===== config.mk =====
export PLATFORM = sky130hd
export DESIGN_NAME = fp_issue_ctrl
export DESIGN_NICKNAME = d
export VERILOG_FILES = /design/src/rtl/fp_pkg.sv /design/src/rtl/fp_fwd_sel.sv /design/src/rtl/fp_issue_ctrl.sv
export SDC_FILE = /design/constraint.sdc
export NUM_CORES = 2
export LEC_CHECK = 0
export CORE_UTILIZATION = 35
export CTS_CLUSTER_DIAMETER = 100
export DETAILED_ROUTE_END_ITERATION = 12
export DONT_BUFFER_PORTS = 1
export GPL_TIMING_DRIVEN = 0
export SETUP_SLACK_MARGIN = 0.5
export SLEW_MARGIN = 20
export SYNTH_ARGS = -nofsm -noshare
export SYNTH_HDL_FRONTEND = slang
export SYNTH_SLANG_ARGS = --single-unit

===== constraint.sdc =====
create_clock -name clk -period 10 [get_ports clk]
set_input_delay 2.5 -clock clk [delete_from_list [all_inputs] [get_ports clk]]
set_output_delay 2.5 -clock clk [all_outputs]
set_load 0.02 [all_outputs]

===== src/rtl/fp_pkg.sv =====
// Shared types and constants for the FP issue controller.
package fp_pkg;

    localparam int unsigned FP_NREG = 32;
    localparam int unsigned FP_RW   = 5;
    localparam int unsigned FP_DW   = 32;
    localparam int unsigned FP_FCW  = 3;

    localparam logic [FP_FCW-1:0] FC_ADD = 3'b000;
    localparam logic [FP_FCW-1:0] FC_SUB = 3'b001;
    localparam logic [FP_FCW-1:0] FC_DIV = 3'b110;

    // Where a D-stage source operand comes from this cycle.
    typedef enum logic [1:0] {
        SEL_REG = 2'd0,
        SEL_WD  = 2'd1,
        SEL_ED  = 2'd2,
        SEL_HAZ = 2'd3
    } fwd_sel_e;

    // Decode-stage FP instruction register.
    typedef struct packed {
        logic              valid;
        logic [FP_RW-1:0]  fs;
        logic [FP_RW-1:0]  ft;
        logic [FP_RW-1:0]  fd;
        logic [FP_FCW-1:0] fc;
        logic              wf;
        logic              use_fs;
        logic              use_ft;
    } d_reg_t;

endpackage


===== src/rtl/fp_fwd_sel.sv =====
// Per-source forwarding/hazard select against the in-flight FPU tags.
module fp_fwd_sel
    import fp_pkg::*;
(
    input  logic [FP_RW-1:0] src_i,
    input  logic             use_i,
    input  logic [FP_RW-1:0] e1n_i,
    input  logic             e1w_i,
    input  logic [FP_RW-1:0] e2n_i,
    input  logic             e2w_i,
    input  logic [FP_RW-1:0] e3n_i,
    input  logic             e3w_i,
    input  logic [FP_RW-1:0] wn_i,
    input  logic             ww_i,
    output fwd_sel_e         sel_c_o,
    output logic             haz_c_o
);

    // Youngest producer first: E1/E2 results are not ready, E3 and W can be bypassed.
    always_comb begin
        sel_c_o = SEL_REG;
        haz_c_o = 1'b0;
        if (use_i) begin
            if (e1w_i && (e1n_i == src_i)) begin
                sel_c_o = SEL_HAZ;
            end else if (e2w_i && (e2n_i == src_i)) begin
                sel_c_o = SEL_HAZ;
            end else if (e3w_i && (e3n_i == src_i)) begin
                sel_c_o = SEL_ED;
            end else if (ww_i && (wn_i == src_i)) begin
                sel_c_o = SEL_WD;
            end
        end
        haz_c_o = (sel_c_o == SEL_HAZ);
    end

endmodule


===== src/rtl/fp_issue_ctrl.sv =====
// Decode-stage FP instruction register, FP register file and operand forwarding.
module fp_issue_ctrl
    import fp_pkg::*;
#(
    parameter int unsigned NREG   = 32,
    parameter int unsigned SCNT_W = 16
) (
    input  logic              clk,
    input  logic              clrn,
    input  logic              ein,
    input  logic              flush,
    input  logic              if_valid,
    input  logic [4:0]        if_fs,
    input  logic [4:0]        if_ft,
    input  logic [4:0]        if_fd,
    input  logic              if_use_fs,
    input  logic              if_use_ft,
    input  logic [2:0]        if_fc,
    input  logic              if_wf,
    input  logic [4:0]        e1n,
    input  logic [4:0]        e2n,
    input  logic [4:0]        e3n,
    input  logic [4:0]        wn,
    input  logic              e1w,
    input  logic              e2w,
    input  logic              e3w,
    input  logic              ww,
    input  logic [31:0]       ed,
    input  logic [31:0]       wd,
    output logic [31:0]       a,
    output logic [31:0]       b,
    output logic [2:0]        fc,
    output logic [4:0]        fd,
    output logic              wf,
    output logic              stall,
    output logic [SCNT_W-1:0] stall_cnt
);

    logic [FP_DW-1:0]  regs_q [NREG];
    d_reg_t            d_q, d_d;
    logic [SCNT_W-1:0] cnt_q, cnt_d;

    fwd_sel_e sel_fs, sel_ft;
    logic     haz_fs, haz_ft;

    fp_fwd_sel u_sel_fs (
        .src_i   (d_q.fs),
        .use_i   (d_q.valid & d_q.use_fs),
        .e1n_i   (e1n), .e1w_i (e1w),
        .e2n_i   (e2n), .e2w_i (e2w),
        .e3n_i   (e3n), .e3w_i (e3w),
        .wn_i    (wn),  .ww_i  (ww),
        .sel_c_o (sel_fs),
        .haz_c_o (haz_fs)
    );

    fp_fwd_sel u_sel_ft (
        .src_i   (d_q.ft),
        .use_i   (d_q.valid & d_q.use_ft),
        .e1n_i   (e1n), .e1w_i (e1w),
        .e2n_i   (e2n), .e2w_i (e2w),
        .e3n_i   (e3n), .e3w_i (e3w),
        .wn_i    (wn),  .ww_i  (ww),
        .sel_c_o (sel_ft),
        .haz_c_o (haz_ft)
    );

    assign stall = haz_fs | haz_ft;

    // Register file: write-back port is independent of the pipeline enable.
    always_ff @(posedge clk) begin
        if (!clrn) begin
            for (int i = 0; i < int'(NREG); i++) begin
                regs_q[i] <= '0;
            end
        end else if (ww) begin
            regs_q[wn] <= wd;
        end
    end

    // D register next state: flush bubbles, stall holds, otherwise load fetch.
    always_comb begin
        d_d = d_q;
        if (ein) begin
            if (flush) begin
                d_d.valid = 1'b0;
            end else if (!stall) begin
                d_d.valid  = if_valid;
                d_d.fs     = if_fs;
                d_d.ft     = if_ft;
                d_d.fd     = if_fd;
                d_d.fc     = if_fc;
                d_d.wf     = if_wf;
                d_d.use_fs = if_use_fs;
                d_d.use_ft = if_use_ft;
            end
        end
    end

    // Saturating stall-cycle counter, frozen when the pipeline is frozen.
    always_comb begin
        cnt_d = cnt_q;
        if (ein && stall && (cnt_q != {SCNT_W{1'b1}})) begin
            cnt_d = cnt_q + SCNT_W'(1);
        end
    end

    // D register and counter state.
    always_ff @(posedge clk) begin
        if (!clrn) begin
            d_q   <= '0;
            cnt_q <= '0;
        end else begin
            d_q   <= d_d;
            cnt_q <= cnt_d;
        end
    end

    // Operand muxes; on a hazard the value is don't-care and the register is used.
    always_comb begin
        a = regs_q[d_q.fs];
        b = regs_q[d_q.ft];
        case (sel_fs)
            SEL_ED:  a = ed;
            SEL_WD:  a = wd;
            default: a = regs_q[d_q.fs];
        endcase
        case (sel_ft)
            SEL_ED:  b = ed;
            SEL_WD:  b = wd;
            default: b = regs_q[d_q.ft];
        endcase
    end

    assign fc        = d_q.fc;
    assign fd        = d_q.fd;
    assign wf        = d_q.valid & d_q.wf & ~stall;
    assign stall_cnt = cnt_q;

endmodule


==> flow_summary.json <==
{
  "drive_gt1_share_pct": 9.72,
  "path_max_fanout": 10,
  "status": "completed",
  "std_cell_rows": 150,
  "dp_hpwl_mm": 225,
  "timing.rr.start": "d_q[15]",
  "via_per_inst": 6.44,
  "tightest_slew_ns": 1.33,
  "ios": 204,
  "cts_sinks": 1072,
  "min_period_ns": 9.60,
  "vias": 47700,
  "synth.avg_cell_area_um2": 12.2,
  "nNetsFinal": 5199,
  "hp-start": "d_q[2]",
  "place_ws_ns": 0.695,
  "endpoint_kind": "output pin",
  "die_x_um": 414,
  "async_flop_share_pct": 0,
  "critPathKind": "in -> out",
  "wire_per_inst_um": 41.6,
  "fp.dieArea_mm2": 0.171,
  "maxCapViolations": 0,
  "drc_errors": 0,
  "clk_pin_slew_ns": 0.06,
  "ant_nets": 0,
  "reg2reg_slack_ns": 6.47,
  "critical-path-max-stage-delay_ns": 0.97,
  "startpoint_type": "input pin",
  "peakVddDrop_mv": 0.139,
  "synth_nets": 5008,
  "drt_iter0_drc": 8485,
  "fin_ws_ns": 0.401,
  "grt_pass1_vias": 44500,
  "cp.required_ns": 7.50,
  "holdCritPathClass": "reg -> reg",
  "portBuffers": 0,
  "grt_pass1_wl_mm": 398,
  "cts_tree": "done",
  "yosysSeqAreaShare_pct": 53.4,
  "rr_worst_depth": 13,
  "grt-ovfl-total": 0,
  "max_freq_mhz": 104,
  "cts_buffer_depth": 3,
  "hold_end": "d_q[2]",
  "critPathArrivalTime_ns": 7.10,
  "slowest_stage": "a21oi_1",
  "final_hold_viol_count": 0,
  "start_util_pct": 35.4,
  "grt.total_usage_pct": 34.7,
  "ctsHoldBuffers": 0,
  "synth_cell_types": 46,
  "synth-edff-count": 1024,
  "core_mm2": 0.168,
  "wirelength_mm": 309,
  "final_util_pct": 40.8,
  "synthCells": 4887,
  "cts_max_level": 3,
  "power_density_mw_per_mm2": 165,
  "drt_first_pass_iters": 9,
  "slew_headroom_pct": 11.1,
  "antenna_found_initial": 26,
  "synth-seq-cells": 1072,
  "area_growth_pct": 15.1,
  "synth_area_mm2": 0.0594,
  "p_leak_nw": 22.1,
  "clock_skew_ns": 0.00457,
  "clk_latency_ns": 0.76,
  "gp_congestion": 1.09,
  "fillCellCount": 15900,
  "cts.repair.resized": 0,
  "ys_warn_count": 0,
  "rsz0062_at_grt": "no",
  "cts_buffers": 116,
  "synthFlopType": "edfxtp_1",
  "period_share_pct": 96.0,
  "setup_viol": 0,
  "worstPathCellList": "clkbuf_1, xor2_1, nor4_1, a41oi_1, or2_2, ha_1, buf_1, clkbuf_1, a221oi_1, a21oi_1",
  "cts_root_buf": "clkbuf_16",
  "grt_max_degree": 20,
  "holdPathStages": 2,
  "total_power_mw": 11.3,
  "die_h_um": 414,
  "cts_setup_buffers": 0,
  "path_common_cell": "clkbuf_1",
  "slew_violations": 0
}
[area by class of cell]
| type | instances | area [µm²] | area share (%) |
|---|---|---|---|
| Inverter | 6 | 22.5 | 0.0329 |
| Clock inverter | 67 | 513 | 0.750 |
| Sequential cell | 1072 | 31700 | 46.4 |
| Tap cell | 2204 | 2760 | 4.03 |
| Clock buffer | 149 | 3120 | 4.56 |
| Timing Repair Buffer | 73 | 1860 | 2.71 |
| Multi-Input combinational cell | 3296 | 25800 | 37.7 |
| Buffer | 513 | 2550 | 3.73 |
| Antenna cell | 33 | 82.6 | 0.121 |
[power breakdown]
part           leakage [nW]  switching (mW)  internal (mW)
Combinational          10.2            1.17          0.490
Sequential             10.1           0.130           5.15
Clock                  1.77            1.95           2.37
Total                  22.1            3.25           8.01
[cells in the final DEF, fill, tap and decap left out, types with 18 or more instances in the layout]
cell type,n
clkbuf_2,66
clkbuf_1,329
o21ai_4,32
buf_4,47
edfxtp_1,1024
a22o_1,96
buf_16,62
mux2i_1,1025
dfxtp_1,48
a21oi_1,257
clkinv_1,29
buf_2,42
diode_2,33
clkbuf_16,119
clkinv_2,21
o22ai_1,34
and2_1,1028
xnor2_1,34
buf_6,40
nor2_1,58
a221oi_1,96
xor2_1,18
or4_1,33
o41ai_2,19
a22oi_1,385
nand2_1,89
[how the worst max path moves through the flow]
stage	start	to	slack [ns]	cells after the start
global placement	clrn	regs_q[10][24]	-0.09	4
CTS	wn[2]	b[31]	0.68	10
finish	wn[4]	b[31]	0.40	10
global route	wn[4]	b[31]	0.52	10
detailed placement	wn[2]	b[31]	0.70	10
floorplan	wn[2]	a[18]	2.46	9
[kinds of logic (layout without fill, tap and decap cells)]
kind of cell	count (synthesis)	in the layout	share of synthesized area (%)
AO/OA/AOI/OAI	948	948	11.5
XOR/XNOR	52	52	0.766
adder cells (fa/ha/maj)	7	7	0.147
buffers and inverters	519	808	4.18
flip-flops	1072	1072	53.4
multiplexers	1025	1025	17.3
other	0	33	0
AND/OR/NAND/NOR	1264	1264	12.8
[worst max-delay path, delay by kind of cell]
family                   cells  cell delay (ns)
AO/OA/AOI/OAI                3             1.31
AND/OR/NAND/NOR              2             0.60
XOR/XNOR                     1             0.13
buffers and inverters        3             2.26
adder cells (fa/ha/maj)      1             0.27
[stage by stage]
stage	area (µm²)	instances	hold slack [ns]	TNS, ns
final	68400	7413	0.451	0
after global routing	68400	7406	0.480	0
after CTS	68300	7379	0.451	0
after detailed placement	64700	7163	0.443	0
after global placement	62200	7091	0.441	-2.96
after floorplan	59400	4887	0.432	0
[sequential cells by signal, summed over array words and instances (netlist names), named ones only]
register	cells
fc	3
regs_q	1024
d_q	14
stall_cnt	16
fd	5
[synthesized netlist by cell type, types with 9 or more instances]
cell,number,area (µm²)
o21ai_0,33,165
xor2_1,18,158
nand2_1,89,334
nand4_1,9,56.3
buf_6,39,439
a221oi_1,96,841
o41ai_2,27,439
dfxtp_1,48,961
o22ai_1,34,213
xnor2_1,34,298
a21oi_1,260,1300
a22o_1,96,841
buf_2,35,175
edfxtp_1,1024,30700
buf_4,44,330
clkbuf_1,368,1380
buf_1,21,78.8
and2_1,1028,6430
mux2i_1,1025,10300
nor2_1,58,218
or4_1,33,248
a22oi_1,385,2890
[metal layers]
layer | vias to the layer above | GRT usage (%) | routed length [µm]
met3 | 1022 | 13.2 | 45100
li1 | 18700 | - | -
met1 | 23700 | 42.7 | 110000
met2 | 4216 | 48.1 | 123000
met4 | 8 | 28.3 | 29900
met5 | - | 0.417 | 149
(Power assumes the default switching activity.)
